`config.mk`:
```
export PLATFORM = sky130hd
export DESIGN_NAME = pipe_ctrl
export DESIGN_NICKNAME = d
export VERILOG_FILES = /design/src/rtl/pipe_ctrl_pkg.sv /design/src/rtl/pipe_ctrl_load_use_det.sv /design/src/rtl/pipe_ctrl.sv
export SDC_FILE = /design/constraint.sdc
export NUM_CORES = 1
export LEC_CHECK = 0
export CAP_MARGIN = 0
export CORE_MARGIN = 3
export CORE_UTILIZATION = 40
export DETAILED_ROUTE_END_ITERATION = 6
export GPL_ROUTABILITY_DRIVEN = 0
export GPL_TIMING_DRIVEN = 1
export PLACE_DENSITY = 0.81
export SYNTH_ARGS = -nofsm -noshare
export SYNTH_HDL_FRONTEND = slang
export SYNTH_SLANG_ARGS = --single-unit
export TNS_END_PERCENT = 10
```
`constraint.sdc`:
```
create_clock -name clk_i -period 5.16 [get_ports clk_i]
set_input_delay 0.774 -clock clk_i [delete_from_list [all_inputs] [get_ports clk_i]]
set_output_delay 0.774 -clock clk_i [all_outputs]
set_load 0.1 [all_outputs]
```
`src/rtl/pipe_ctrl_pkg.sv`:
```
// rtl/pipe_ctrl_pkg.sv - shared stage indices, stall/flush patterns and FSM states for pipe_ctrl
package pipe_ctrl_pkg;

    localparam int STG_PC      = 0;
    localparam int STG_IF_ID   = 1;
    localparam int STG_ID_EXE  = 2;
    localparam int STG_EXE_MEM = 3;
    localparam int STG_MEM_WB  = 4;
    localparam int STG_WB      = 5;
    localparam int NUM_STAGES  = STG_WB + 1;

    // Stall patterns are always a contiguous run from the PC up to a given stage
    function automatic logic [NUM_STAGES-1:0] stall_upto(input int last);
        logic [NUM_STAGES-1:0] m;
        m = '0;
        for (int i = 0; i < NUM_STAGES; i++) begin
            if (i <= last) m[i] = 1'b1;
        end
        return m;
    endfunction

    localparam logic [NUM_STAGES-1:0] STALL_NONE    = '0;
    localparam logic [NUM_STAGES-1:0] STALL_LOADUSE = stall_upto(STG_ID_EXE);
    localparam logic [NUM_STAGES-1:0] STALL_MC      = stall_upto(STG_EXE_MEM);
    localparam logic [NUM_STAGES-1:0] STALL_MEM     = stall_upto(STG_MEM_WB);

    localparam logic [NUM_STAGES-1:0] FLUSH_NONE = '0;
    // A taken jump kills the two younger instructions sitting in IF/ID and ID/EXE
    localparam logic [NUM_STAGES-1:0] FLUSH_JUMP =
        NUM_STAGES'((1 << STG_IF_ID) | (1 << STG_ID_EXE));

    typedef enum logic {
        S_RUN     = 1'b0,
        S_MC_WAIT = 1'b1
    } state_e;

endpackage

```
`src/rtl/pipe_ctrl_load_use_det.sv`:
```
// rtl/pipe_ctrl_load_use_det.sv - load-use hazard detect between EXE load and ID operands
module pipe_ctrl_load_use_det (
    input  logic       id_reg1_re_i,
    input  logic       id_reg2_re_i,
    input  logic [4:0] id_reg1_raddr_i,
    input  logic [4:0] id_reg2_raddr_i,
    input  logic       exe_is_load_i,
    input  logic       exe_reg_we_i,
    input  logic [4:0] exe_reg_waddr_i,
    output logic       load_use_o
);

    // x0 is never a real dependency, so a load targeting it cannot cause a hazard
    always_comb begin
        load_use_o = 1'b0;
        if (exe_is_load_i && exe_reg_we_i && (exe_reg_waddr_i != 5'd0)) begin
            load_use_o = (id_reg1_re_i && (id_reg1_raddr_i == exe_reg_waddr_i)) ||
                         (id_reg2_re_i && (id_reg2_raddr_i == exe_reg_waddr_i));
        end
    end

endmodule

```
`src/rtl/pipe_ctrl.sv`:
```
// rtl/pipe_ctrl.sv - pipeline stall/flush/redirect sequencing controller
module pipe_ctrl
    import pipe_ctrl_pkg::*;
#(
    parameter int MC_TIMEOUT = 64,
    parameter int CNT_W      = 32
) (
    input  logic             clk_i,
    input  logic             rst_i,
    input  logic             id_reg1_re_i,
    input  logic             id_reg2_re_i,
    input  logic [4:0]       id_reg1_raddr_i,
    input  logic [4:0]       id_reg2_raddr_i,
    input  logic             exe_is_load_i,
    input  logic             exe_reg_we_i,
    input  logic [4:0]       exe_reg_waddr_i,
    input  logic             exe_mc_start_i,
    input  logic             exe_mc_done_i,
    input  logic             mem_req_i,
    input  logic             mem_gnt_i,
    input  logic             exe_jump_i,
    input  logic [31:0]      exe_jump_addr_i,
    output logic [5:0]       stall_o,
    output logic [5:0]       flush_o,
    output logic             redirect_o,
    output logic [31:0]      redirect_addr_o,
    output logic [CNT_W-1:0] stall_cnt_o,
    output logic             err_o
);

    localparam int TO_W = (MC_TIMEOUT > 2) ? $clog2(MC_TIMEOUT) : 1;
    localparam logic [TO_W-1:0] TO_LAST = TO_W'(MC_TIMEOUT - 1);

    state_e           state_q, state_d;
    logic             jump_pend_q, jump_pend_d;
    logic [31:0]      jump_addr_q, jump_addr_d;
    logic [TO_W-1:0]  to_cnt_q, to_cnt_d;
    logic [CNT_W-1:0] stall_cnt_q, stall_cnt_d;
    logic             err_q, err_d;

    logic        load_use;
    logic        mem_wait, to_hit, mc_wait, blocked, jump_go;
    logic [5:0]  stall, flush;
    logic        redirect;
    logic [31:0] redirect_addr;

    pipe_ctrl_load_use_det u_load_use_det (
        .id_reg1_re_i    (id_reg1_re_i),
        .id_reg2_re_i    (id_reg2_re_i),
        .id_reg1_raddr_i (id_reg1_raddr_i),
        .id_reg2_raddr_i (id_reg2_raddr_i),
        .exe_is_load_i   (exe_is_load_i),
        .exe_reg_we_i    (exe_reg_we_i),
        .exe_reg_waddr_i (exe_reg_waddr_i),
        .load_use_o      (load_use)
    );

    // Stall causes; the watchdog cycle releases the stall just like a done cycle
    always_comb begin
        mem_wait = mem_req_i && !mem_gnt_i;
        to_hit   = (state_q == S_MC_WAIT) && (to_cnt_q == TO_LAST);
        mc_wait  = ((state_q == S_RUN) && exe_mc_start_i) ||
                   ((state_q == S_MC_WAIT) && !exe_mc_done_i && !to_hit);
        blocked  = mem_wait || mc_wait;
        jump_go  = !blocked && (jump_pend_q || exe_jump_i);
    end

    // Priority resolve into stall/flush/redirect; everything forced quiet in reset
    always_comb begin
        stall         = STALL_NONE;
        flush         = FLUSH_NONE;
        redirect      = 1'b0;
        redirect_addr = '0;
        if (rst_i) begin
            if (mem_wait) begin
                stall = STALL_MEM;
            end else if (mc_wait) begin
                stall = STALL_MC;
            end else if (jump_go) begin
                flush         = FLUSH_JUMP;
                redirect      = 1'b1;
                redirect_addr = jump_pend_q ? jump_addr_q : exe_jump_addr_i;
            end else if (load_use) begin
                stall = STALL_LOADUSE;
            end
        end
    end

    // Multi-cycle wait FSM with watchdog
    always_comb begin
        state_d  = state_q;
        to_cnt_d = to_cnt_q;
        err_d    = err_q;
        case (state_q)
            S_RUN: begin
                if (exe_mc_start_i) begin
                    state_d  = S_MC_WAIT;
                    to_cnt_d = '0;
                end
            end
            S_MC_WAIT: begin
                if (exe_mc_done_i) begin
                    state_d = S_RUN;
                end else if (to_hit) begin
                    state_d = S_RUN;
                    err_d   = 1'b1;
                end else begin
                    to_cnt_d = to_cnt_q + TO_W'(1);
                end
            end
            default: state_d = S_RUN;
        endcase
    end

    // Hold the oldest jump that arrived while stalled until the stall clears
    always_comb begin
        jump_pend_d = jump_pend_q;
        jump_addr_d = jump_addr_q;
        if (blocked) begin
            if (exe_jump_i && !jump_pend_q) begin
                jump_pend_d = 1'b1;
                jump_addr_d = exe_jump_addr_i;
            end
        end else begin
            jump_pend_d = 1'b0;
        end
    end

    // Saturating count of cycles where the PC is held
    always_comb begin
        stall_cnt_d = stall_cnt_q;
        if (stall[STG_PC] && (stall_cnt_q != {CNT_W{1'b1}})) begin
            stall_cnt_d = stall_cnt_q + CNT_W'(1);
        end
    end

    // State registers
    always_ff @(posedge clk_i or negedge rst_i) begin
        if (!rst_i) begin
            state_q     <= S_RUN;
            jump_pend_q <= 1'b0;
            jump_addr_q <= '0;
            to_cnt_q    <= '0;
            stall_cnt_q <= '0;
            err_q       <= 1'b0;
        end else begin
            state_q     <= state_d;
            jump_pend_q <= jump_pend_d;
            jump_addr_q <= jump_addr_d;
            to_cnt_q    <= to_cnt_d;
            stall_cnt_q <= stall_cnt_d;
            err_q       <= err_d;
        end
    end

    assign stall_o         = stall;
    assign flush_o         = flush;
    assign redirect_o      = redirect;
    assign redirect_addr_o = redirect_addr;
    assign stall_cnt_o     = stall_cnt_q;
    assign err_o           = err_q;

endmodule

```
==> metrics.json <==
{
  "floorplan": {
    "floorplan.initialDensity_pct": 41.21,
    "ioPinCount": 136,
    "overall_die_height_um": 106.6,
    "floorplan.die_area_um2": 11360,
    "fp.dieW_um": 106.6,
    "rows": 36,
    "coreArea_um2": 9819
  },
  "worst_setup_path": {
    "crit_chain": "clkdlybuf4s50_1 -> and2b_2 -> o21bai_2 -> a21oi_4 -> nor2_1 -> clkdlybuf4s50_1",
    "critical_path_arrival_ns": 2.96,
    "r2r_slack_ns": 2.40,
    "critical-path-top-cell-by-count": "sky130_fd_sc_hd__clkdlybuf4s50_1",
    "cp_top_family": "buffers and inverters",
    "crit_path_top_delay_cell": "sky130_fd_sc_hd__clkdlybuf4s50_1",
    "worstSetupEndpointType": "primary output",
    "cpPeakStageDelay_ns": 1.15,
    "worst_r2r_path_depth": 6,
    "criticalPathCategory": "primary input to primary output",
    "regToRegStartpoint": "to_cnt_q[0]",
    "worstPathBufferInverterCount": 2,
    "worstSetupStartpointType": "primary input",
    "worst_ep_required_time_ns": 4.39,
    "cp_max_fo": 5,
    "critical_path.reg2reg.endpoint": "jump_addr_q[24]"
  },
  "route": {
    "route.detailed.drc": 0,
    "wl_per_cell_um": 15.70,
    "first_iter_violations": 123,
    "routed-via-count": 3189,
    "drt_pre_antenna_iters": 4,
    "wirelength_mm": 9.860,
    "route.detailed.vias_per_inst": 5.078,
    "antenna_violating_nets_post_route": 0
  },
  "global_routing": {
    "grt_usage_pct": 17.94,
    "globalRoute.busiestLayer": "met2",
    "gr-usage-met3_pct": 3.552,
    "grt_antenna_before_repair": 0,
    "met1_usage_pct": 22.59,
    "grt_start_max_net_pins": 41,
    "met2_usage_pct": 29.90,
    "first_pass_grt_wire_length_mm": 16.35,
    "globalRouteOverflowTotal": 0,
    "vias_in_the_first_global_route": 3323
  },
  "power_and_ir_drop": {
    "static_leakage_nw": 2.486,
    "power_report.internal_total_mw": 1.307,
    "power.share.combinational_pct": 39.8,
    "sw_frac_of_total_pct": 40.17,
    "total_switching_power_uw": 877.6,
    "peakVddDrop_v": 0.0003819,
    "pwr-share-seq_pct": 36.8,
    "share_clk_of_total_power_pct": 23.4,
    "cellPowerDensity_nw_per_um2": 394.5
  },
  "logic_synthesis": {
    "ys.warnings.count": 0,
    "syn_area_um2": 4046,
    "synth_compound_gate_area_share_pct": 3.340,
    "synthDistinctLibCells": 44,
    "largest_family_of_logic_cells_by_synthesized_area": "multiplexers",
    "synth_simple_gate_area_share_pct": 17.25,
    "synth-adder-area-share_pct": 0.6184,
    "avg_cell_area_syn_um2": 11.06,
    "proportion_of_synthesized_chip_area_in_sequential_cells_pct": 45.15,
    "ys_ff_latch": 73,
    "synth_cells": 366,
    "synthMuxAreaShare_pct": 19.88,
    "post_synth_xor_xnor_area_pct": 9.524
  },
  "cells_and_area": {
    "finish.cell_count_without_fillers": 628,
    "final_layout_size_suffix_gt1_share_pct": 19.80,
    "syn_to_final_growth_pct": 36.86,
    "multi_input_gate_area_um2": 2073,
    "fin_nets": 550,
    "layout_common_cells": "sky130_fd_sc_hd__clkdlybuf4s50_1, sky130_fd_sc_hd__dfrtp_1, sky130_fd_sc_hd__nor2_1",
    "regArea_um2": 1828,
    "antenna_diode_instance_count": 0,
    "fillerInstances": 878,
    "layout_commonest_cell": "sky130_fd_sc_hd__clkdlybuf4s50_1"
  },
  "placement": {
    "post-place-cells": 612,
    "detailed_place_hpwl_mm": 7.182,
    "portbufs": 130
  },
  "timing": {
    "tightestPinTransition_ns": 1.157,
    "timing.fmax_ghz": 0.2680,
    "fin_crit_sh_pct": 72.32,
    "timing.final.crit_period_ns": 3.732,
    "timing.clock.skew_ns": 0.008397,
    "final_hold_viol_count": 0,
    "setup_tns_ns": 0,
    "slew_violations": 0,
    "setup_violating_endpoint_count_in_the_final_report": 0,
    "max-slew-margin-rel_pct": 22.89,
    "grt_setup_unrepaired": "false"
  },
  "worst_hold_path": {
    "hold_path_class": "primary input to async pin"
  },
  "status": {
    "run_status": "finished clean"
  },
  "clock_tree": {
    "cts-resized-gates": 0,
    "cts.clk_slew.worst_paths_ns": 0.08,
    "clock_tree.root_cell": "sky130_fd_sc_hd__clkbuf_8",
    "tritoncts_num_sinks": 73,
    "worst_skew_pair.late_latency_ns": 0.34,
    "ctsHoldBuffers": 0,
    "cts_made_buffers": 9,
    "cts_max_path_buffers": 2,
    "cts.repair_timing.setup_buffer_count": 0,
    "cts_tree": "yes",
    "cts_htree_levels": 3
  },
  "run": {
    "max_cap_viol_count": 0
  }
}
layout make-up:
class,count,area share (%)
timing repair buffer,133,22.14
tap,133,3.005
multi-input combinational,269,37.44
clock buffer,11,2.734
clock inverter,5,1.401
inverter,4,0.2711
sequential,73,33.01
power by group through the flow:
stage,registers [mW],logic (mW),clock network (mW)
final,0.804,0.870,0.511
after global routing,0.823,0.920,0.543
after global placement,0.805,0.862,0
after floorplan,0.940,0.531,0
after detailed placement,0.812,0.874,0
after CTS,0.803,0.878,0.520
registers in the layout, summed over array words and instances, names as in the netlist:
| signal | count |
|---|---|
| to_cnt_q | 6 |
| jump_pend_q | 1 |
| jump_addr_q | 32 |
| state_q | 1 |
| err_o | 1 |
| stall_cnt_o | 32 |
worst register-to-register path, delay by kind of cell (launching register included):
kind,cells,cell delay (ns)
DFF,1,0.41
AOI/OAI and AO/OA,1,0.23
and+or+nand+nor,3,1.38
adders and majority gates,1,0.23
muxes,1,0.41
per-stage QoR:
| stage | total power [mW] | cell area, µm² | utilization, % | setup WS (ns) | hold WS [ns] |
|---|---|---|---|---|---|
| 6_report | 2.185 | 5538 | 56.40 | 1.428 | 0.3971 |
| 5_1_grt | 2.286 | 5538 | 56.40 | 1.293 | 0.4269 |
| 4_1_cts | 2.201 | 5538 | 56.40 | 1.412 | 0.4039 |
| 3_5_place_dp | 1.687 | 5309 | 54.06 | 1.429 | 0.4869 |
| 3_3_place_gp | 1.667 | 5309 | 54.06 | 1.436 | 0.4768 |
| 2_1_floorplan | 1.471 | 4061 | - | 1.346 | 0.4640 |
cells in the mapped netlist (all sizes together):
cell type  count  area (µm²)
nor3           3       20.02
nand3         16       80.08
ha             2       25.02
and3          14       87.58
a21oi          7       46.30
a41oi          1       8.760
and2b          1       8.760
or2            2       12.52
o32ai          1       8.760
nand2         17       63.81
or3b           1       8.760
nand4         23       143.9
and2           3       18.77
nor2          44       165.2
nor2b          1       6.260
clkbuf         7       26.28
dfrtp         73        1827
nand4b         1       8.760
or3            2       17.52
o2bb2ai        1       8.760
buf           17       126.4
o21bai         2       18.77
nor3b          1       7.510
mux2          33       484.2
inv            4       15.01
xor2           4       35.03
xnor2         40       350.3
nand3b         3       22.52
o22ai          1       6.260
o21ai          2       10.01
conb           1       3.750
a22o           1       8.760
a31oi          1       6.260
mux2i         32       320.3
a211oi         1       12.51
and4           3       26.28
per-layer routing:
layer,vias up,wire (µm)
met3,21,457
met5,-,0
li1,1520,-
met2,90,4878
met1,1558,4261
met4,0,262
cell families (layout without fill, tap and decap cells):
family	count (synthesis)	after routing
and+or+nand+nor	135	135
buffers and inverters	28	153
other	1	5
AOI/OAI and AO/OA	18	18
xor gates and xnor gates	44	44
DFF	73	73
adders and majority gates	2	2
muxes	65	65
worst max-delay path by stage:
stage                               from                  end  slack (ns)  cells past startpoint
final                     exe_mc_start_i           stall_o[3]        1.43                      6
after global routing      exe_mc_start_i           stall_o[0]        1.29                      6
after CTS                 exe_mc_start_i           stall_o[3]        1.41                      6
after detailed placement  exe_mc_start_i           stall_o[3]        1.43                      6
after global placement    exe_mc_start_i           stall_o[3]        1.44                      6
after floorplan           exe_mc_start_i  redirect_addr_o[10]        1.35                      6
Power figures use the tool's default switching activity.
